==> src/rtl/npu_pkg.sv <==
// Shared types and constants for the NPU sequencing blocks.
package npu_pkg;

  typedef enum logic [2:0] {
    ST_IDLE      = 3'd0,
    ST_START     = 3'd1,
    ST_STREAM    = 3'd2,
    ST_WAIT_DONE = 3'd3,
    ST_DONE      = 3'd4
  } fc_sched_state_e;

  localparam int FC1_WORDS = 330;
  localparam int LOGIT_W   = 24;

endpackage

==> src/rtl/npu_fc1_sched_if.sv <==
// Host / FC-engine signal bundle around the FC1 sequencer.
interface npu_fc1_sched_if import npu_pkg::*; #(
  parameter int NUM_PE = 4,
  parameter int CNT_W  = $clog2(FC1_WORDS + 1)
) ();

  logic                      host_w_valid;
  logic [8*NUM_PE-1:0]       host_w_data;
  logic                      host_w_ready;
  logic                      host_start;
  logic                      host_abort;
  logic                      fcn_start;
  logic [8*NUM_PE-1:0]       fcn_w_data;
  logic                      fcn_w_valid;
  logic                      fcn_w_ready;
  logic                      fcn_done;
  logic signed [LOGIT_W-1:0] fcn_logit;
  logic                      busy;
  logic                      done;
  logic                      err_early;
  logic signed [LOGIT_W-1:0] result;
  logic [CNT_W-1:0]          word_cnt;

  // Sequencer side
  modport slave (
    input  host_w_valid, host_w_data, host_start, host_abort,
    input  fcn_w_ready, fcn_done, fcn_logit,
    output host_w_ready, fcn_start, fcn_w_data, fcn_w_valid,
    output busy, done, err_early, result, word_cnt
  );

  // Host and engine side
  modport master (
    output host_w_valid, host_w_data, host_start, host_abort,
    output fcn_w_ready, fcn_done, fcn_logit,
    input  host_w_ready, fcn_start, fcn_w_data, fcn_w_valid,
    input  busy, done, err_early, result, word_cnt
  );

endinterface

==> src/rtl/npu_sync_fifo.sv <==
// Single-clock FIFO with registered storage, flush and occupancy count.
module npu_sync_fifo #(
  parameter int WIDTH = 32,
  parameter int DEPTH = 8
) (
  input  logic                   clk,
  input  logic                   rst,
  input  logic                   push,
  input  logic [WIDTH-1:0]       push_data,
  input  logic                   pop,
  input  logic                   flush,
  output logic [WIDTH-1:0]       head,
  output logic                   full,
  output logic                   empty,
  output logic [$clog2(DEPTH):0] count
);

  localparam int AW = $clog2(DEPTH);
  localparam logic [AW:0] FULL_LVL = (AW+1)'(DEPTH);

  logic [WIDTH-1:0] mem [DEPTH];
  logic [AW-1:0]    wr_ptr;
  logic [AW-1:0]    rd_ptr;
  logic [AW:0]      level;
  logic             do_push;
  logic             do_pop;

  // Full blocks a push even when a pop frees a slot in the same cycle
  assign do_push = push & ~full & ~flush;
  assign do_pop  = pop & ~empty & ~flush;

  always_ff @(posedge clk) begin
    if (rst || flush) begin
      wr_ptr <= '0;
      rd_ptr <= '0;
      level  <= '0;
    end else begin
      if (do_push) wr_ptr <= wr_ptr + 1'b1;
      if (do_pop)  rd_ptr <= rd_ptr + 1'b1;
      case ({do_push, do_pop})
        2'b10:   level <= level + 1'b1;
        2'b01:   level <= level - 1'b1;
        default: ;
      endcase
    end
  end

  always_ff @(posedge clk) begin
    if (do_push) mem[wr_ptr] <= push_data;
  end

  assign head  = mem[rd_ptr];
  assign full  = (level == FULL_LVL);
  assign empty = (level == '0);
  assign count = level;

endmodule

==> src/rtl/npu_fc1_sched.sv <==
// FC1 sequencer: buffers host weight words, starts the FC engine, streams
// one weight group per handshake and captures the resulting logit.
module npu_fc1_sched import npu_pkg::*; #(
  parameter int NUM_PE     = 4,
  parameter int IN1_N      = 132,
  parameter int OUT1_M     = 10,
  parameter int FIFO_DEPTH = 8
) (
  input  logic             clk,
  input  logic             rst,
  npu_fc1_sched_if.slave   bus
);

  localparam int RUN_WORDS = IN1_N * OUT1_M / NUM_PE;
  localparam int CNT_W     = $clog2(RUN_WORDS + 1);
  localparam int WORD_W    = 8 * NUM_PE;
  localparam int LVL_W     = $clog2(FIFO_DEPTH) + 1;

  fc_sched_state_e           state, state_nxt;
  logic [CNT_W-1:0]          word_cnt_q;
  logic                      done_q;
  logic                      err_q;
  logic signed [LOGIT_W-1:0] result_q;

  logic                      fifo_push, fifo_pop, fifo_full, fifo_empty;
  logic [WORD_W-1:0]         fifo_head;
  logic [LVL_W-1:0]          fifo_level;
  logic                      host_ready;
  logic                      run_clr, cnt_inc, capture, set_err;

  // Ready stays low while in reset so nothing is offered before the FIFO is clean
  assign host_ready = ~fifo_full & ~rst;
  assign fifo_push  = bus.host_w_valid & host_ready & ~bus.host_abort;

  npu_sync_fifo #(
    .WIDTH (WORD_W),
    .DEPTH (FIFO_DEPTH)
  ) u_fifo (
    .clk       (clk),
    .rst       (rst),
    .push      (fifo_push),
    .push_data (bus.host_w_data),
    .pop       (fifo_pop),
    .flush     (bus.host_abort),
    .head      (fifo_head),
    .full      (fifo_full),
    .empty     (fifo_empty),
    .count     (fifo_level)
  );

  always_ff @(posedge clk) begin
    if (rst) state <= ST_IDLE;
    else     state <= state_nxt;
  end

  always_comb begin
    state_nxt = state;
    run_clr   = 1'b0;
    cnt_inc   = 1'b0;
    capture   = 1'b0;
    set_err   = 1'b0;
    fifo_pop  = 1'b0;
    if (bus.host_abort) begin
      state_nxt = ST_IDLE;
    end else begin
      unique case (state)
        ST_IDLE: if (bus.host_start) begin
          state_nxt = ST_START;
          run_clr   = 1'b1;
        end
        ST_START: state_nxt = ST_STREAM;
        // An early completion wins over a coincident transfer: the FIFO is left as is
        ST_STREAM: if (bus.fcn_done) begin
          capture   = 1'b1;
          set_err   = 1'b1;
          state_nxt = ST_DONE;
        end else if (!fifo_empty && bus.fcn_w_ready) begin
          fifo_pop = 1'b1;
          cnt_inc  = 1'b1;
          if (word_cnt_q == CNT_W'(RUN_WORDS - 1)) state_nxt = ST_WAIT_DONE;
        end
        ST_WAIT_DONE: if (bus.fcn_done) begin
          capture   = 1'b1;
          state_nxt = ST_DONE;
        end
        ST_DONE: state_nxt = ST_IDLE;
        default: state_nxt = ST_IDLE;
      endcase
    end
  end

  always_ff @(posedge clk) begin
    if (rst || bus.host_abort) begin
      word_cnt_q <= '0;
      done_q     <= 1'b0;
      err_q      <= 1'b0;
    end else begin
      if (run_clr) begin
        word_cnt_q <= '0;
        done_q     <= 1'b0;
        err_q      <= 1'b0;
      end
      if (cnt_inc) word_cnt_q <= word_cnt_q + 1'b1;
      if (capture) done_q     <= 1'b1;
      if (set_err) err_q      <= 1'b1;
    end
  end

  // The logit survives an abort; only reset or the next capture replaces it
  always_ff @(posedge clk) begin
    if (rst)          result_q <= '0;
    else if (capture) result_q <= bus.fcn_logit;
  end

  assign bus.host_w_ready = host_ready;
  assign bus.fcn_start    = (state == ST_START);
  assign bus.fcn_w_valid  = (state == ST_STREAM) & ~fifo_empty;
  assign bus.fcn_w_data   = fifo_empty ? '0 : fifo_head;
  assign bus.busy         = (state != ST_IDLE);
  assign bus.done         = done_q;
  assign bus.err_early    = err_q;
  assign bus.result       = result_q;
  assign bus.word_cnt     = word_cnt_q;

  a_fifo_level : assert property (@(posedge clk) disable iff (rst)
    fifo_full == (fifo_level == LVL_W'(FIFO_DEPTH)));

endmodule

==> src/flat_wrapper.sv <==
// flat-port wrapper written by rule: the top's interface ports become plain ports
module npu_fc1_sched_flat import npu_pkg::*;
#(
  parameter int NUM_PE     = 4,
  parameter int IN1_N      = 132,
  parameter int OUT1_M     = 10,
  parameter int FIFO_DEPTH = 8
)
  (clk, rst, bus_host_w_valid, bus_host_w_data, bus_host_start, bus_host_abort, bus_fcn_w_ready, bus_fcn_done, bus_fcn_logit, bus_host_w_ready, bus_fcn_start, bus_fcn_w_data, bus_fcn_w_valid, bus_busy, bus_done, bus_err_early, bus_result, bus_word_cnt);
  npu_fc1_sched_if #(.NUM_PE(NUM_PE), .CNT_W(9)) bus_i ();
  input  logic clk;
  input  logic rst;
  input wire logic [$bits(bus_i.host_w_valid)-1:0] bus_host_w_valid;
  input wire logic [$bits(bus_i.host_w_data)-1:0] bus_host_w_data;
  input wire logic [$bits(bus_i.host_start)-1:0] bus_host_start;
  input wire logic [$bits(bus_i.host_abort)-1:0] bus_host_abort;
  input wire logic [$bits(bus_i.fcn_w_ready)-1:0] bus_fcn_w_ready;
  input wire logic [$bits(bus_i.fcn_done)-1:0] bus_fcn_done;
  input wire logic [$bits(bus_i.fcn_logit)-1:0] bus_fcn_logit;
  output wire logic [$bits(bus_i.host_w_ready)-1:0] bus_host_w_ready;
  output wire logic [$bits(bus_i.fcn_start)-1:0] bus_fcn_start;
  output wire logic [$bits(bus_i.fcn_w_data)-1:0] bus_fcn_w_data;
  output wire logic [$bits(bus_i.fcn_w_valid)-1:0] bus_fcn_w_valid;
  output wire logic [$bits(bus_i.busy)-1:0] bus_busy;
  output wire logic [$bits(bus_i.done)-1:0] bus_done;
  output wire logic [$bits(bus_i.err_early)-1:0] bus_err_early;
  output wire logic [$bits(bus_i.result)-1:0] bus_result;
  output wire logic [$bits(bus_i.word_cnt)-1:0] bus_word_cnt;
  assign bus_i.host_w_valid = bus_host_w_valid;
  assign bus_i.host_w_data = bus_host_w_data;
  assign bus_i.host_start = bus_host_start;
  assign bus_i.host_abort = bus_host_abort;
  assign bus_i.fcn_w_ready = bus_fcn_w_ready;
  assign bus_i.fcn_done = bus_fcn_done;
  assign bus_i.fcn_logit = bus_fcn_logit;
  assign bus_host_w_ready = bus_i.host_w_ready;
  assign bus_fcn_start = bus_i.fcn_start;
  assign bus_fcn_w_data = bus_i.fcn_w_data;
  assign bus_fcn_w_valid = bus_i.fcn_w_valid;
  assign bus_busy = bus_i.busy;
  assign bus_done = bus_i.done;
  assign bus_err_early = bus_i.err_early;
  assign bus_result = bus_i.result;
  assign bus_word_cnt = bus_i.word_cnt;
  npu_fc1_sched #(.NUM_PE(NUM_PE), .IN1_N(IN1_N), .OUT1_M(OUT1_M), .FIFO_DEPTH(FIFO_DEPTH)) u_core (.clk(clk), .rst(rst), .bus(bus_i));
endmodule
==> config.mk <==
export PLATFORM = sky130hd
export DESIGN_NAME = npu_fc1_sched_flat
export DESIGN_NICKNAME = d
export VERILOG_FILES = /design/src/rtl/npu_pkg.sv /design/src/rtl/npu_fc1_sched_if.sv /design/src/rtl/npu_sync_fifo.sv /design/src/rtl/npu_fc1_sched.sv /design/src/flat_wrapper.sv
export SDC_FILE = /design/constraint.sdc
export NUM_CORES = 1
export LEC_CHECK = 0
export ABC_AREA = 0
export ABC_CLOCK_PERIOD_IN_PS = 4900
export CORE_MARGIN = 2
export CORE_UTILIZATION = 50
export CTS_BUF_LIST = sky130_fd_sc_hd__clkbuf_16
export CTS_CLUSTER_DIAMETER = 60
export DETAILED_ROUTE_END_ITERATION = 7
export GPL_TIMING_DRIVEN = 0
export PLACE_DENSITY_LB_ADDON = 0.2
export SETUP_SLACK_MARGIN = 0.05
export SLEW_MARGIN = 20
export SYNTH_ARGS = -nofsm -noshare
export SYNTH_HDL_FRONTEND = slang
export SYNTH_SLANG_ARGS = --single-unit
==> constraint.sdc <==
create_clock -name clk -period 4.9 [get_ports clk]
set_input_delay 0.98 -clock clk [delete_from_list [all_inputs] [get_ports clk]]
set_output_delay 0.98 -clock clk [all_outputs]
set_load 0.02 [all_outputs]
==> flow_metrics.tcl, run 1 <==
set metrics [dict create \
    final_common_cell "edfxtp_1" \
    row_count 56 \
    gp_congestion 0.777 \
    postRouteAntennaNets 0 \
    fillers 1709 \
    grt_max_degree 21 \
    routed_wl_um 25300 \
    core-area_um2 23400 \
    grt_pass1_vias 6905 \
    synth_ff_type "edfxtp_1" \
    clock_path_buffers 3 \
    timing.final.crit_share 0.850 \
    cp.required_ps 3920 \
    grt_pass1_wl_um 38600 \
    stdcell_count 1200 \
    dp.cells 1142 \
    diodes 0 \
    insertion_delay_ps 550 \
    clk_pin_slew_ps 60 \
    synth_enable_flop_cells 256 \
    maxSlewViolCount 0 \
    status "finished, final reports clean" \
    port_buffers 132 \
    ir_drop_uv 236 \
    postPlaceCellArea_um2 13900 \
    drt_iter0_drc 451 \
    power_w 0.00527 \
    worstPathArrival_ps 3180 \
    cts_resized 0 \
    grt_usage 0.206 \
    num_vias 6591 \
    antenna_found_initial 1 \
    clock.fmax_mhz 240 \
    cts_buffers 31 \
    top_layer "met5" \
    yosysUniqueCellTypes 55 \
    ys_seq_area_frac 0.731 \
    cts.sinks 307 \
    die_area_um2 25100 \
    routed_via_density 5.49 \
    ios 134 \
    fin_area_um2 14900 \
    start_util 0.509 \
    period_minus_slack_ps 4160 \
    cp-end-kind "output pin" \
    drv_cap 0 \
    ctsRootBufferMaster "clkbuf_16" \
    synth_fp_nets 744 \
    setup_viol 0 \
    hold_path_class "flip-flop to flip-flop" \
    htreeDepth 1 \
    drc_errors 0 \
    startpoint_type "flip-flop" \
    clock_skew_ps 10.7 \
    synthesis.area_um2 11900 \
    synthCells 674 \
    drive_gt1_frac 0.178 \
    p_leak_nw 4.69 \
    cts_tree "done" \
    wl_per_cell_um 21.1 \
    slew_headroom 0.353 \
    die_w_um 158 \
    fin_nets 926 \
    power.density_nw_per_um2 353 \
    holdPathStages 2 \
    first_pass_iters 4 \
    ctsHoldBuffers 0 \
    met1_length_um 10400 \
    yosysWarnings 0 \
    syn_avg_cell_area_um2 17.7 \
    async_reset_ff_frac 0 \
    crit_fanout 10 \
    grt_overflow 0 \
    worstSetupPathType "flip-flop to output pin" \
    hold_viol_final 0 \
    max_slew.worst_pin.slew_ps 971 \
    rsz0062_at_grt "no" \
    final_cell_mix "256 x edfxtp_1, 132 x clkdlybuf4s50_1, 64 x mux4_2, 57 x nand2_1, 51 x dfxtp_1" \
    met3WireLength_um 1700 \
    rr_worst_depth 11 \
    cts_setup_buffers 0 \
    dr_wl_met2_um 12800 \
    hpwl_um 16300 \
    die_h_um 158 \
    ys_ff_latch 307 \
    syn2layout_area_growth_pct 25.0 \
]
## synth_stat cells (2+ instances only)
cell type | count | area share
a21oi_1 | 33 | 0.014
a2bb2oi_1 | 3 | 0.0022
and3_1 | 3 | 0.0016
buf_1 | 3 | 0.00094
buf_2 | 10 | 0.0042
buf_6 | 2 | 0.0019
clkbuf_1 | 18 | 0.0057
dfxtp_1 | 51 | 0.086
edfxtp_1 | 256 | 0.64
ha_1 | 7 | 0.0073
inv_1 | 4 | 0.0013
mux2i_1 | 35 | 0.029
mux4_2 | 64 | 0.12
nand2_1 | 57 | 0.018
nand2b_1 | 4 | 0.0021
nand3_1 | 13 | 0.0055
nand3b_1 | 2 | 0.0013
nand4_1 | 3 | 0.0016
nor2_1 | 50 | 0.016
nor3_1 | 5 | 0.0021
nor3b_1 | 3 | 0.0019
o21ai_0 | 5 | 0.0021
or2_2 | 2 | 0.0010
or3_1 | 4 | 0.0021
or4_1 | 2 | 0.0013
xnor2_1 | 2 | 0.0015
xor2_1 | 5 | 0.0037
## stage by stage
| step | util | worst slack (ps) | hold WS, ps | TNS, ps |
|---|---|---|---|---|
| after floorplan | - | 267 | 459 | 0 |
| after global placement | 0.583 | -2670 | 443 | -314360 |
| after detailed placement | 0.594 | 765 | 450 | 0 |
| after CTS | 0.637 | 706 | 458 | 0 |
| after global routing | 0.637 | 543 | 478 | 0 |
| final | 0.637 | 737 | 456 | 0 |
## cell families (layout without fill, tap and decap cells)
group | after synthesis | in the layout | share of synthesized area
mux | 99 | 99 | 0.150
xor+xnor | 7 | 7 | 0.00514
compound gates | 55 | 55 | 0.0282
flops | 307 | 307 | 0.731
fa+ha+maj | 7 | 7 | 0.00735
simple gates | 161 | 161 | 0.0640
buf+inv | 38 | 245 | 0.0143
## critical path: stages, from the launching register on
cell and delay (ps):
dfxtp_1 310, clkbuf_1 430, clkbuf_1 640, mux4_2 410, mux2i_1 200, nor2_1 80
clkdlybuf4s50_1 560
## registers in the layout, summed over array words and instances (netlist names), named ones only
| signal | flops |
|---|---|
| u_core.state | 3 |
| u_core.bus.result | 24 |
| u_core.u_fifo.wr_ptr | 3 |
| u_core.bus.done | 1 |
| u_core.bus.err_early | 1 |
| u_core.bus.word_cnt | 9 |
| u_core.u_fifo.rd_ptr | 3 |
| u_core.u_fifo.count | 4 |
| u_core.u_fifo.mem | 256 |
## final cells by class
class / count / area, um2 / share of cell area
sequential: 307 / 8710 / 0.585
multi-input combinational: 329 / 3100 / 0.208
timing repair buffer: 149 / 1530 / 0.103
clock buffer: 31 / 776 / 0.0521
tap: 319 / 399 / 0.0268
clock inverter: 27 / 209 / 0.0140
buffer: 33 / 151 / 0.0102
inverter: 5 / 18.8 / 0.00126
## metal layers
metal / global-route usage / vias up
li1: - / 3022
met2: 0.360 / 224
met1: 0.266 / 3313
met4: 0.0493 / 2
met5: 0 / -
met3: 0.0452 / 30
## report_power, final
group	switching [W]	leakage, nW	internal (W)	total (W)
registers	0.00000598	2.72	0.00284	0.00284
logic	0.0000800	1.46	0.0000772	0.000157
clock network	0.000956	0.512	0.00131	0.00226
total	0.00104	4.69	0.00422	0.00527
## worst paths after layout
kind | slack (ps) | start | end
worst max-delay path | 740 | flip-flop | bus_fcn_w_data[20]
worst min-delay path | 460 | u_core.bus.result[4] | u_core.bus.result[4]
worst max register to register | 2100 | u_core.u_fifo.count[1] | u_core.u_fifo.count[2]
worst min register to register | 460 | u_core.bus.result[4] | u_core.bus.result[4]
(Power assumes the default switching activity.)
==> inputs of run 2 (changes only) <==
--- a/config.mk
+++ b/config.mk
@@ -6,9 +6,9 @@
 export NUM_CORES = 1
 export LEC_CHECK = 0
 export ABC_AREA = 0
-export ABC_CLOCK_PERIOD_IN_PS = 4900
+export ABC_CLOCK_PERIOD_IN_PS = 4200
 export CORE_MARGIN = 2
-export CORE_UTILIZATION = 50
+export CORE_UTILIZATION = 55
 export CTS_BUF_LIST = sky130_fd_sc_hd__clkbuf_16
 export CTS_CLUSTER_DIAMETER = 60
 export DETAILED_ROUTE_END_ITERATION = 7
==> constraint.sdc (replaced) <==
create_clock -name clk -period 4.2 [get_ports clk]
set_input_delay 0.84 -clock clk [delete_from_list [all_inputs] [get_ports clk]]
set_output_delay 0.84 -clock clk [all_outputs]
set_load 0.02 [all_outputs]
==> flow_metrics.tcl, run 2 (same netlist as run 1, synthesis figures left out) <==
set metrics [dict create \
    row_count 53 \
    drc_errors 0 \
    ir_drop_uv 296 \
    worstSetupPathType "flip-flop to output pin" \
    wl_per_cell_um 22.0 \
    r2r_slack_ps 1390 \
    hold_ws_ps 460 \
    grt_max_degree 18 \
    ios 134 \
    setup_tns_ps 0 \
    rr_worst_depth 8 \
    startpoint_type "flip-flop" \
    drv_cap 0 \
    hold_start "u_core.bus.result[10]" \
    pre_cts_ws_ps 173 \
    cts_setup_buffers 0 \
    syn2layout_area_growth_pct 24.7 \
    grt_usage 0.225 \
    num_vias 6695 \
    cts_tree "done" \
    cpMostUsedCell "clkbuf_1" \
    p_leak_nw 4.68 \
    final_cell_mix "256 x edfxtp_1, 132 x clkdlybuf4s50_1, 64 x mux4_2, 57 x nand2_1, 51 x dfxtp_1" \
    period_minus_slack_ps 4040 \
    timing.final.crit_share 0.962 \
    grt_pass1_vias 6872 \
    crit_path_top_delay_cell "clkdlybuf4s50_1" \
    cp.required_ps 3360 \
    cp-end-kind "output pin" \
    hpwl_um 15800 \
    gp_congestion 0.807 \
    port_buffers 132 \
    maxSlewViolCount 0 \
    core-area_um2 21200 \
    status "finished, final reports clean" \
    hold_viol_final 0 \
    htreeDepth 1 \
    routed_via_density 5.82 \
    clk_pin_slew_ps 60 \
    start_util 0.563 \
    holdPathStages 2 \
    max_slew.worst_pin.slew_ps 964 \
    largest_reg_flops 256 \
    die_h_um 151 \
    fin_nets 922 \
    die_area_um2 22900 \
    first_pass_iters 5 \
    rr_startpoint "u_core.u_fifo.count[0]" \
    drive_gt1_frac 0.175 \
    setup_viol 0 \
    grt_overflow 0 \
    hold_end "u_core.bus.result[10]" \
    slowest_delay_ps 660 \
    power_w 0.00606 \
    cts.sinks 307 \
    die_w_um 151 \
    cts_buffers 31 \
    postRouteAntennaNets 0 \
    setup_ws_ps 160 \
    hold_path_class "flip-flop to flip-flop" \
    power.density_nw_per_um2 408 \
    final_common_cell "edfxtp_1" \
    crit_fanout 10 \
    slew_headroom 0.357 \
    antenna_found_initial 1 \
    largest-register "u_core.u_fifo.mem" \
    insertion_delay_ps 540 \
    ctsRootBufferMaster "clkbuf_16" \
    fin_util 0.703 \
    regToRegEndpoint "u_core.u_fifo.mem[0][17]" \
    drt_iter0_drc 555 \
    path_cells "clkbuf_1 -> clkbuf_1 -> mux4_2 -> mux2i_1 -> nor2_1 -> clkdlybuf4s50_1" \
    rsz0062_at_grt "no" \
    grt_pass1_wl_um 38200 \
    clock_path_buffers 3 \
    clock_skew_ps 7.13 \
    clock.fmax_mhz 248 \
    worstPathArrival_ps 3200 \
    routed_wl_um 25300 \
]
## run 2: layer usage
| layer | track usage | up-vias | wire [um] |
|---|---|---|---|
| li1 | - | 3015 | - |
| met1 | 0.294 | 3431 | 10200 |
| met2 | 0.388 | 217 | 13000 |
| met3 | 0.0467 | 32 | 1720 |
| met4 | 0.0579 | 0 | 406 |
| met5 | 0 | - | 0 |
## run 2: critical path: cells and delay by family, from the launching register on
kind	cells	cell delay, ps
multiplexers	2	410
buffers and inverters	3	1680
flip-flops	1	310
AND/OR/NAND/NOR	1	250
## run 2: worst max path at each step
stage                               from                        to
final                          flip-flop         bus_fcn_w_data[0]
after detailed placement  bus_host_abort  u_core.u_fifo.mem[0][15]
after global placement    bus_host_abort  u_core.u_fifo.mem[2][13]
after CTS                      flip-flop        bus_fcn_w_data[24]
after global routing           flip-flop         bus_fcn_w_data[0]
after floorplan                      rst   u_core.u_fifo.mem[2][0]
## run 2: final cells by class
cell class              count  area [um2]
flip-flops and latches    307        8710
fillers                  1319        6290
multi-input cells         329        3110
repair buffers            145        1580
clock buffers              31         776
well taps                 275         344
clock inverters            24         170
plain buffers              33         156
inverters                   5        18.8
diodes                      1        2.50
## run 2: power by group
| part | internal (W) | switching, W |
|---|---|---|
| Sequential | 0.00331 | 0.00000701 |
| Clock | 0.00146 | 0.00110 |
| Combinational | 0.0000907 | 0.0000945 |
## run 2: per-stage QoR
step | instances | instance area, um2
after detailed placement | 1094 | 13900
after global placement | 1081 | 13600
after floorplan | 674 | 11900
final | 1150 | 14900
after global routing | 1150 | 14900
after CTS | 1149 | 14900
## run 2: repair_timing
action,CTS,global route
hold buffers,0,0
hold endpoints to repair,0,0
setup endpoints to repair,0,7
resized for setup,0,8
